===== src/rtl/icache.sv =====
// rtl/icache.sv - direct-mapped 16-frame instruction cache, one word per frame
// Optional feature macro: ICACHE_STATS_EN (adds saturating hit_count / miss_count ports)
module icache (
  input  logic        CLK,
  input  logic        nRST,
  input  logic        imemREN,
  input  logic [31:0] imemaddr,
  output logic        ihit,
  output logic [31:0] imemload,
  output logic        iREN,
  output logic [31:0] iaddr,
  input  logic        iwait,
  input  logic [31:0] iload
`ifdef ICACHE_STATS_EN
  ,
  output logic [31:0] hit_count,
  output logic [31:0] miss_count
`endif
);

  typedef enum logic {
    IDLE  = 1'b0,
    FETCH = 1'b1
  } state_t;

  state_t      state;

  // Frame storage: valid bit, 26-bit tag and one data word per frame
  logic [15:0] valid;
  logic [25:0] tags [16];
  logic [31:0] data [16];

  // Address of the outstanding miss; the fill always targets this address
  logic [31:0] miss_addr;

  logic [25:0] req_tag;
  logic [3:0]  req_idx;
  logic [25:0] miss_tag;
  logic [3:0]  miss_idx;
  logic        lookup_hit;
  logic        fill_done;

  assign req_tag  = imemaddr[31:6];
  assign req_idx  = imemaddr[5:2];
  assign miss_tag = miss_addr[31:6];
  assign miss_idx = miss_addr[5:2];

  // Lookup is only meaningful in IDLE; FETCH never reports a hit
  assign lookup_hit = (state == IDLE) && imemREN && valid[req_idx] &&
                      (tags[req_idx] == req_tag);

  assign fill_done = (state == FETCH) && !iwait;

  // Zero-latency hit path: data comes straight out of the frame
  always_comb begin
    ihit     = lookup_hit;
    imemload = lookup_hit ? data[req_idx] : 32'h0;
  end

  // Controller FSM, frame fill and registered memory-side request outputs
  always_ff @(posedge CLK or negedge nRST) begin
    if (!nRST) begin
      state     <= IDLE;
      valid     <= '0;
      miss_addr <= '0;
      iREN      <= 1'b0;
      iaddr     <= '0;
      for (int i = 0; i < 16; i++) begin
        tags[i] <= '0;
        data[i] <= '0;
      end
    end else begin
      case (state)
        IDLE: begin
          if (imemREN && !lookup_hit) begin
            state     <= FETCH;
            miss_addr <= imemaddr;
            iREN      <= 1'b1;
            iaddr     <= imemaddr;
          end
        end
        FETCH: begin
          // Datapath inputs are ignored here; the fill completes to miss_addr
          if (!iwait) begin
            valid[miss_idx] <= 1'b1;
            tags[miss_idx]  <= miss_tag;
            data[miss_idx]  <= iload;
            state           <= IDLE;
            iREN            <= 1'b0;
            iaddr           <= '0;
          end
        end
        default: begin
          state <= IDLE;
          iREN  <= 1'b0;
          iaddr <= '0;
        end
      endcase
    end
  end

`ifdef ICACHE_STATS_EN
  logic miss_start;
  assign miss_start = (state == IDLE) && imemREN && !lookup_hit;

  // Saturating hit / miss counters
  always_ff @(posedge CLK or negedge nRST) begin
    if (!nRST) begin
      hit_count  <= '0;
      miss_count <= '0;
    end else begin
      if (lookup_hit && (hit_count != 32'hFFFF_FFFF))
        hit_count <= hit_count + 32'd1;
      if (miss_start && (miss_count != 32'hFFFF_FFFF))
        miss_count <= miss_count + 32'd1;
    end
  end
`endif

  logic unused_fill;
  assign unused_fill = fill_done;

endmodule


===== config.mk =====
export PLATFORM = sky130hd
export DESIGN_NAME = icache
export DESIGN_NICKNAME = d
export VERILOG_FILES = /design/src/rtl/icache.sv
export SDC_FILE = /design/constraint.sdc
export NUM_CORES = 2
export LEC_CHECK = 0
export CORE_UTILIZATION = 62
export DETAILED_ROUTE_END_ITERATION = 12
export PLACE_DENSITY = 0.8
export REMOVE_ABC_BUFFERS = 1
export SLEW_MARGIN = 20
export SYNTH_ARGS = -nofsm -noshare
export SYNTH_HDL_FRONTEND = slang
export SYNTH_SLANG_ARGS = --single-unit

===== constraint.sdc =====
create_clock -name CLK -period 8.1 [get_ports CLK]
set_input_delay 2.43 -clock CLK [delete_from_list [all_inputs] [get_ports CLK]]
set_output_delay 2.43 -clock CLK [all_outputs]
set_load 0.05 [all_outputs]

==> impl_metrics.ini <==
[synthesis]
ys_seq_area_share_pct = 55.2
async_reset_ff_share_pct = 100
ys_ff_latch = 1008
synthCells = 2892
synth-main-ff-cell = dfrtp_1
synth_warnings = 0
synth_top_area_cell = dfrtp_1
synth.distinct_cells = 58
syn_area_um2 = 45700
synth_most_common_cell = dfrtp_1
syn_avg_cell_area_um2 = 15.8
synth_top_area_share_pct = 55.2
synthTopCellsByCount = dfrtp_1 (1,008), mux2_2 (947), mux4_2 (240)
synth_edf_count = 0
synth_area_leaders = dfrtp_1 (55%), mux2_2 (23%), mux4_2 (12%), mux2i_1 (2.4%), clkbuf_1 (1.0%)

[worst_setup_path]
critical_path_arrival_ns = 5.59
crit_chain = buf_12 > buf_12 > mux4_2 > a22o_1 > or3_1 > a21oi_2 > nand4b_1 > or2_2 > buf_4 > nor2b_1 > buf_12
crit_family = simple AND/OR/NAND/NOR gates
startpoint_type = input port
max_stage_delay_ns = 0.52
endpoint_kind = output port
path_buf_inv = 4
cp_common_cell = buf_12
crit_path_top_delay_cell = mux4_2
critPathMaxFanout = 29
crit_type = input port to output port
worstPathRequired_ns = 5.67

[cells_and_area]
final_cell_area_um2 = 52200
fillers = 4471
diodes = 0
finalNetCount = 3043
layout.area.seq_um2 = 25200
multi_input_area_um2 = 19300
syn_to_final_growth_pct = 14.2
drive_above_1_share_pct = 50.0

[die]
start_util_pct = 62.6
ios = 134
fp-row-count = 99
die_width_um = 273
die_h_um = 273
core_um2 = 73000
dieArea_um2 = 74700

[pwr]
power-per-cell-area_nw_per_um2 = 335
vdd_ir_drop_max_mv = 0.208
p_leak_nw = 23.8

[run_status]
status = finished, violations left
violations = DRC

[clocking]
postCtsSetupBuffers = 0
cts_tree = yes
clockRootBuffer = clkbuf_16
clock_path_buffers = 3
cts_made_buffers = 101
clkLatencyLatePin_ns = 0.66
clk_pin_slew_ns = 0.06
numClockSinks = 1008
cts_htree_levels = 3

[grt]
overflow = 0
grt_pass1_vias = 28400
antenna_found_initial = 5
track_usage_pct = 30.6
grt_max_degree = 198
grt_pass1_wl_um = 173000

[timing]
fmax_mhz = 125
setup_viol = 0
fin_tns_setup_ns = 0
hold_viol = 0
period_share_pct = 99.0
slew_headroom_pct = 20.8
min_period_ns = 8.02
worstMarginPinSlew_ns = 1.18
finClkSkew_ns = 0.0172
final_max_slew_viol_count = 0

[drt]
finalWirelength_um = 111000
viasPerCell = 6.49
drc = 2
drt-initial-drc-count = 1838
first_pass_iters = 9
wl_per_cell_um = 27.6
vias = 26100
detail-route-antenna-nets = 0

[job]
cap_violations = 0

[placed_design]
postPlaceCellArea_um2 = 48500
gp_congestion = 0.831
dpl.hpwl_um = 63400
portBuffers = 133

[min_path]
hp-class = flop to flop
## logic make-up (layout without fill, tap and decap cells)
group | Yosys count | after routing | synth area share [%]
xor+xnor | 20 | 20 | 0.384
mux | 1326 | 1326 | 38.3
flops | 1008 | 1008 | 55.2
buf+inv | 282 | 447 | 2.76
simple gates | 184 | 184 | 2.12
compound gates | 72 | 72 | 1.19
## layer usage
metal  global-route usage [%]  up-vias  part of all wire, %
met5                        0        -                0.051
met4                     9.54        8                  2.6
met3                     4.72      198                  5.4
met2                     50.3      793                   50
met1                     42.3    14200                   42
li1                         -    10900                    -
## power by group
| part | switching, mW | leakage (nW) | internal, mW | total (mW) |
|---|---|---|---|---|
| Clock | 1.97 | 1.75 | 3.00 | 4.97 |
| Sequential | 1.20 | 12.9 | 7.10 | 8.30 |
| Combinational | 1.51 | 9.11 | 2.68 | 4.19 |
| Total | 4.68 | 23.8 | 12.8 | 17.5 |
## through the flow
step / hold WS [ns] / util (%) / worst slack [ns] / power [mW] / cells
after floorplan: 0.429 / - / -1.47 / 11.1 / 2643
after global placement: 0.444 / 66.5 / -0.00953 / 12.1 / 3829
after detailed placement: 0.449 / 66.5 / -0.0387 / 12.5 / 3829
after CTS: 0.464 / 71.4 / 0.0146 / 17.5 / 4014
after global routing: 0.481 / 71.5 / -0.00426 / 18.3 / 4016
final: 0.464 / 71.5 / 0.0845 / 17.5 / 4016
## final timing paths
| path | start | end | slack [ns] | cells past startpoint |
|---|---|---|---|---|
| hold / removal | valid[2] | valid[2] | 0.46 | 1 |
| max in group asynchronous | nRST | data[228] | 4.55 | 4 |
| setup reg to reg | state | tags[56] | 4.25 | 5 |
| min in group asynchronous | nRST | tags[241] | 1.67 | 1 |
| setup / recovery | imemaddr[2] | imemload[11] | 0.08 | 11 |
| hold reg to reg | valid[2] | valid[2] | 0.46 | 1 |
## final cells by class
class | count | area share (%)
Sequential cell | 1008 | 48.4
Multi-Input combinational cell | 1602 | 37.1
Clock buffer | 146 | 5.71
Timing Repair Buffer | 229 | 5.20
Tap cell | 959 | 2.30
Clock inverter | 39 | 1.13
Inverter | 33 | 0.242
## state kept, by name (all words and copies together) (netlist names)
signal     cells
state          1
iaddr         32
iREN           1
valid         16
tags         416
data         512
miss_addr     30
## repair_timing
action                                  in CTS  in global routing
endpoints found under the hold margin        0                  0
endpoints found under the setup margin      28                 25
pin swaps                                    1                  1
hold buffers                                 0                  0
resized for setup                            3                  9
## worst reg2reg max path: cells and delay by family (launching register included)
kind | cells | cell delay (ns)
buffers and inverters | 1 | 0.34
DFF | 1 | 0.39
and+or+nand+nor | 3 | 2.60
muxes | 1 | 0.39
## cell usage in the layout, fill, tap and decap left out, types with 30 or more instances in the layout
| master | n |
|---|---|
| mux2i_1 | 111 |
| nand2_1 | 48 |
| clkdlybuf4s50_1 | 95 |
| mux4_2 | 240 |
| inv_1 | 30 |
| buf_4 | 72 |
| clkbuf_16 | 102 |
| dfrtp_1 | 1008 |
| nor2b_1 | 35 |
| mux2_2 | 947 |
| buf_12 | 56 |
Power figures use the tool's default switching activity.
